**src/rtl/hier_node_pkg.sv**
```systemverilog
// Shared types and helpers for the hierarchy sequencing node.
package hier_node_pkg;

  localparam int unsigned MAX_CHILDREN = 32;

  typedef enum logic [1:0] {
    IDLE   = 2'd0,
    LAUNCH = 2'd1,
    WAIT   = 2'd2,
    REPORT = 2'd3
  } state_e;

  typedef enum logic {
    PARALLEL   = 1'b0,
    SEQUENTIAL = 1'b1
  } mode_e;

  // Isolate the lowest set bit as a one-hot vector (zero in, zero out).
  function automatic logic [MAX_CHILDREN-1:0] lowest_onehot(input logic [MAX_CHILDREN-1:0] v);
    return v & (~v + MAX_CHILDREN'(1));
  endfunction

endpackage

```
**src/rtl/hier_node_timer.sv**
```systemverilog
// Per-launch timeout counter: saturates at all-ones and flags expiry there.
module hier_node_timer #(
  parameter int unsigned TIMEOUT_W = 8
) (
  input  logic clk,
  input  logic rst,
  input  logic clear,
  input  logic enable,
  output logic expired
);

  localparam logic [TIMEOUT_W-1:0] LIMIT = '1;

  logic [TIMEOUT_W-1:0] count;

  // Clear wins over enable so a relaunch always starts from zero.
  always_ff @(posedge clk) begin
    if (rst) begin
      count <= '0;
    end else if (clear) begin
      count <= '0;
    end else if (enable && !expired) begin
      count <= count + TIMEOUT_W'(1);
    end
  end

  assign expired = (count == LIMIT);

endmodule

```
**src/rtl/hier_seq_node.sv**
```systemverilog
// Hierarchy node: launches masked children in parallel or in index order,
// gathers completions under a per-launch timeout, returns one status record.
module hier_seq_node #(
  parameter int unsigned NUM_CHILDREN = 5,
  parameter int unsigned TIMEOUT_W    = 8,
  parameter int unsigned MODE         = 0
) (
  input  logic                    clk,
  input  logic                    rst,
  input  logic                    start_valid,
  output logic                    start_ready,
  input  logic [NUM_CHILDREN-1:0] start_mask,
  output logic [NUM_CHILDREN-1:0] child_start,
  input  logic [NUM_CHILDREN-1:0] child_done,
  output logic                    done_valid,
  input  logic                    done_ready,
  output logic [NUM_CHILDREN-1:0] done_mask,
  output logic                    done_timeout
);

  import hier_node_pkg::*;

  localparam int unsigned N        = NUM_CHILDREN;
  localparam mode_e       MODE_SEL = (MODE == 0) ? PARALLEL : SEQUENTIAL;

  state_e         state_q, state_d;
  logic [N-1:0]   pending_q, pending_d;
  logic [N-1:0]   seen_q, seen_d;
  logic [N-1:0]   launched_q, launched_d;
  logic [N-1:0]   current_q, current_d;
  logic           timeout_q, timeout_d;
  logic [N-1:0]   start_d;
  logic [N-1:0]   remaining;
  logic           timer_clear;
  logic           timer_en;
  logic           timer_expired;

  hier_node_timer #(
    .TIMEOUT_W(TIMEOUT_W)
  ) u_timer (
    .clk    (clk),
    .rst    (rst),
    .clear  (timer_clear),
    .enable (timer_en),
    .expired(timer_expired)
  );

  // Next-state, run bookkeeping and launch selection.
  always_comb begin
    state_d     = state_q;
    pending_d   = pending_q;
    seen_d      = seen_q;
    launched_d  = launched_q;
    current_d   = current_q;
    timeout_d   = timeout_q;
    start_d     = '0;
    remaining   = '0;
    timer_clear = 1'b0;
    timer_en    = 1'b0;

    case (state_q)
      IDLE: begin
        if (start_valid) begin
          pending_d  = start_mask;
          seen_d     = '0;
          launched_d = '0;
          current_d  = '0;
          timeout_d  = 1'b0;
          state_d    = (start_mask == '0) ? REPORT : LAUNCH;
        end
      end
      LAUNCH: begin
        timer_en = 1'b1;
        state_d  = WAIT;
      end
      WAIT: begin
        timer_en = 1'b1;
        seen_d   = seen_q | (child_done & launched_q);
        if (MODE_SEL == SEQUENTIAL) begin
          if ((seen_d & current_q) != '0) begin
            remaining = pending_q & ~seen_d;
            state_d   = (remaining != '0) ? LAUNCH : REPORT;
          end else if (timer_expired) begin
            timeout_d = 1'b1;
            state_d   = REPORT;
          end
        end else begin
          if (seen_d == pending_q) begin
            state_d = REPORT;
          end else if (timer_expired) begin
            timeout_d = 1'b1;
            state_d   = REPORT;
          end
        end
      end
      REPORT: begin
        if (done_ready) begin
          state_d = IDLE;
        end
      end
      default: state_d = IDLE;
    endcase

    // Launch pulses are computed on entry to LAUNCH so they can be registered.
    if (state_d == LAUNCH) begin
      timer_clear = 1'b1;
      if (MODE_SEL == SEQUENTIAL) begin
        start_d   = N'(lowest_onehot(MAX_CHILDREN'(pending_d & ~seen_d)));
        current_d = start_d;
      end else begin
        start_d = pending_d;
      end
      launched_d = launched_d | start_d;
    end
  end

  // State and registered outputs.
  always_ff @(posedge clk) begin
    if (rst) begin
      state_q      <= IDLE;
      pending_q    <= '0;
      seen_q       <= '0;
      launched_q   <= '0;
      current_q    <= '0;
      timeout_q    <= 1'b0;
      child_start  <= '0;
      done_valid   <= 1'b0;
      done_mask    <= '0;
      done_timeout <= 1'b0;
    end else begin
      state_q      <= state_d;
      pending_q    <= pending_d;
      seen_q       <= seen_d;
      launched_q   <= launched_d;
      current_q    <= current_d;
      timeout_q    <= timeout_d;
      child_start  <= start_d;
      done_valid   <= (state_d == REPORT);
      done_mask    <= (state_d == REPORT) ? seen_d : '0;
      done_timeout <= (state_d == REPORT) && timeout_d;
    end
  end

  assign start_ready = (state_q == IDLE) && !rst;

endmodule
```
**config.mk**
```make
export PLATFORM = sky130hd
export DESIGN_NAME = hier_seq_node
export DESIGN_NICKNAME = d
export VERILOG_FILES = /design/src/rtl/hier_node_pkg.sv /design/src/rtl/hier_node_timer.sv /design/src/rtl/hier_seq_node.sv
export SDC_FILE = /design/constraint.sdc
export NUM_CORES = 1
export LEC_CHECK = 0
export BUFFER_PORTS_ARGS = -buffer_cell sky130_fd_sc_hd__buf_2
export CAP_MARGIN = 20
export CORE_ASPECT_RATIO = 2
export CORE_MARGIN = 3
export CORE_UTILIZATION = 55
export CTS_CLUSTER_DIAMETER = 100
export CTS_CLUSTER_SIZE = 25
export DETAILED_ROUTE_END_ITERATION = 8
export GPL_ROUTABILITY_DRIVEN = 0
export GPL_TIMING_DRIVEN = 0
export PLACE_DENSITY_LB_ADDON = 0.2
export REMOVE_ABC_BUFFERS = 1
export SETUP_SLACK_MARGIN = 0.02
export SLEW_MARGIN = 20
export SYNTH_ARGS = -nofsm -noshare
export SYNTH_HDL_FRONTEND = slang
export SYNTH_SLANG_ARGS = --single-unit
```
**constraint.sdc**
```tcl
create_clock -name clk -period 2.9 [get_ports clk]
set_input_delay 0.145 -clock clk [delete_from_list [all_inputs] [get_ports clk]]
set_output_delay 0.145 -clock clk [all_outputs]
set_load 0.05 [all_outputs]
```
==> impl_results.md <==
- GRT Overall Usage: 20.6%
- Layout fillers: 243
- Seq/Total Area, Yosys: 45.8%
- Fin crit period: 2.56 ns
- R2R depth: 7
- Slew @ Worst Pin: 0.558 ns
- Slew HR: 62.8%
- Crit path capture type: flop
- CP Class: flop to flop
- Syn Inst Count: 176
- Status: completed
- Clock-pin slew of the registers on the worst-case setup and hold paths: 0.07 ns
- Total standard cell area after synthesis: 1660 µm²
- Post-synthesis async set-or-reset flop share: 0%
- Die area: 3760 µm²
- Vias in the first global route: 1,325
- Pin count of the biggest net entering global routing: 30
- Initial antenna violation count: 0
- Core Region: 2840 µm²
- Period utilisation layout: 88.4%
- TritonCTS clock tree: done
- Vias/cell: 5.58
- Final Util: 67.9%
- Floorplan row count: 27
- H-tree lvl count: 2
- Max-cap viol count: 0
- CP Cell Sequence: inv_1 > ha_1 > nand2_1 > nor3_1 > a211oi_4 > o21ai_2 > o21ai_0
- Slowest stage delay, CP: 0.48 ns
- Share of the synthesized area in the top cell type: 45.8%
- Proportion of layout cells with a drive suffix above 1: 23.5%
- Worst setup SP type: flop
- Port Buffer Count: 26
- Reg2Reg Setup Slack: 0.34 ns
- First-pass GRT wire length: 5780 µm
- Initial drt markers: 19
- Hold Violations, Final: 0
- Synth cell types: 38
- Req. time, crit path: 3.10 ns
- Number of enable flip-flop cells after synthesis: 0
- Cells after DPL: 226
- Fin area: 1930 µm²
- Synth Warn #: 0
- Pins Over Slew Limit: 0
- Sw frac: 26.3%
- Initial core utilization: 58.6%
- Unrepaired setup endpoints after global routing: false
- DRC Markers: 0
- Synth area leader: dfxtp_1
- Pwr/cell area: 622 nW/µm²
- Worst skew pair latency: 0.29 ns
- Final Skew: 0.00617 ns
- Final wirelength: 3460 µm
- Final setup fails: 0
- ANT nets after route: 0
- Nets: 223
- Sequential power share: 46.6%
- Synth Flop Type: dfxtp_1
- Total power: 1.20 mW
- DP Area: 1810 µm²
- FMAX: 390 MHz
- Worst flop-to-flop path endpoint: launched_q[2]
- Int Pwr: 884 µW
- Layout area overhead: 16.0%
- CTS root buf: clkbuf_8
- Clock tree sinks: 38
- Final HPWL DP: 2620 µm
- # IOs: 27
- Routed vias: 1,300
- Max clock buf depth: 2
- Crit path from: state_q[0]
- Synthesis-stage register bit count: 38
- CTS buffer count: 5
- Syn Area/Cell: 9.44 µm²
- Static leakage: 0.801 nW
- Slowest stage cell, crit path: a211oi_4
- Logic pwr share: 16.0%
- Avg WL per Cell: 14.8 µm
- Non-Filler Instances: 233
- Height of the die: 83.7 µm
- N_diodes: 0
- Clk pwr share: 37.4%
- VDD IR max: 0.535 mV
- Critical Path AT: 2.77 ns
- Die width: 44.9 µm
- First-pass DRT Iterations: 4
- Leading post-synthesis cells by cell area: dfxtp_1, mux2i_1, a21oi_1
- Crit Reg-Reg Startpoint: state_q[0]
- Hold/Removal Path Class: input pin to flop
- NetSw: 315 µW
- Critical Path End: launched_q[2]
- GRT overflow: 0
- Setup TNS: 0 ns
- Max Fanout on Critical Path: 12
per-stage QoR:
step / setup slack, ns / hold slack, ns
CTS: 0.124 / 0.159
finish: 0.336 / 0.160
floorplan: 0.817 / 0.209
detailed placement: 0.134 / 0.446
global route: 0.117 / 0.167
global placement: 0.291 / 0.435
worst max-delay path, delay by kind of cell (launching register included):
family | cells | cell delay [ns]
buffers and inverters | 1 | 0.14
adder cells (fa/ha/maj) | 1 | 0.30
flip-flops | 1 | 0.43
AND/OR/NAND/NOR | 2 | 0.63
AO/OA/AOI/OAI | 3 | 0.98
state kept, by name (all words and copies together) (netlist names):
name	flops
done_timeout	1
state_q	2
seen_q	5
timeout_q	1
launched_q	5
u_timer.count	8
done_mask	5
done_valid	1
child_start	5
pending_q	5
worst min path at each step:
| stage | endpoint | from | depth (start not counted) |
|---|---|---|---|
| after floorplan | u_timer.count[3] | rst | 1 |
| after global placement | launched_q[2] | launched_q[2] | 2 |
| after detailed placement | launched_q[1] | launched_q[1] | 2 |
| after CTS | seen_q[3] | child_done[3] | 3 |
| after global routing | seen_q[3] | child_done[3] | 3 |
| final | seen_q[3] | child_done[3] | 3 |
logic make-up after synthesis:
family                     synth area share [%]
xor gates and xnor gates                   3.16
adders and majority gates                  3.77
and+or+nand+nor                            21.8
AOI/OAI and AO/OA                          16.1
muxes                                      6.10
buffers and inverters                      3.24
DFF                                        45.8
per-layer routing:
metal	part of all wire (%)	GRT usage, %	wire (µm)
met5	0	0	0
met1	37	20.1	1280
met3	3.0	4.54	103
met2	58	38.7	2010
met4	1.8	8.00	62
cell usage in the layout, fill, tap and decap left out, types with 2 or more instances in the layout:
cell type  instances
a21oi_1           13
buf_2             26
clkbuf_8           6
dfxtp_1           38
ha_1               5
inv_1              9
mux2i_1            9
nand2_1           10
nand2b_1           2
nand3_1            5
nor2_1            17
nor2b_1            7
nor3_1            10
nor3b_1            2
nor4_1             5
o21ai_0            8
o21ai_1            2
or2_2              5
xnor2_1            5
synth_stat cells, drive strengths merged, types with 4 or more instances:
cell type,number
xnor2,5
nor2,17
o21ai,11
nor4,6
nand2,10
ha,5
nor2b,7
nor3,10
dfxtp,38
inv,9
a21oi,13
nand3,5
clkbuf,4
mux2i,9
or2,5
power groups by stage:
stage	Sequential, mW	Combinational, mW	Clock [mW]
final	0.559	0.192	0.449
after global routing	0.561	0.209	0.477
after CTS	0.559	0.191	0.457
after detailed placement	0.571	0.190	0
after global placement	0.569	0.186	0
after floorplan	0.585	0.122	0
final cells by class:
type / instances / area (µm²) / area share [%]
multi-input combinational: 124 / 855 / 44.3
sequential: 38 / 761 / 39.5
timing repair buffer: 26 / 130 / 6.75
clock buffer: 6 / 82.6 / 4.28
tap: 29 / 36.3 / 1.88
inverter: 9 / 33.8 / 1.75
clock inverter: 1 / 30.0 / 1.56
what timing repair did:
item | in CTS | in global routing
hold buffers | 0 | 0
buffers inserted | 0 | 0
resized for setup | 0 | 1
endpoints found under the setup margin | 0 | 5
Note: power is estimated with default switching activity, not from simulation.
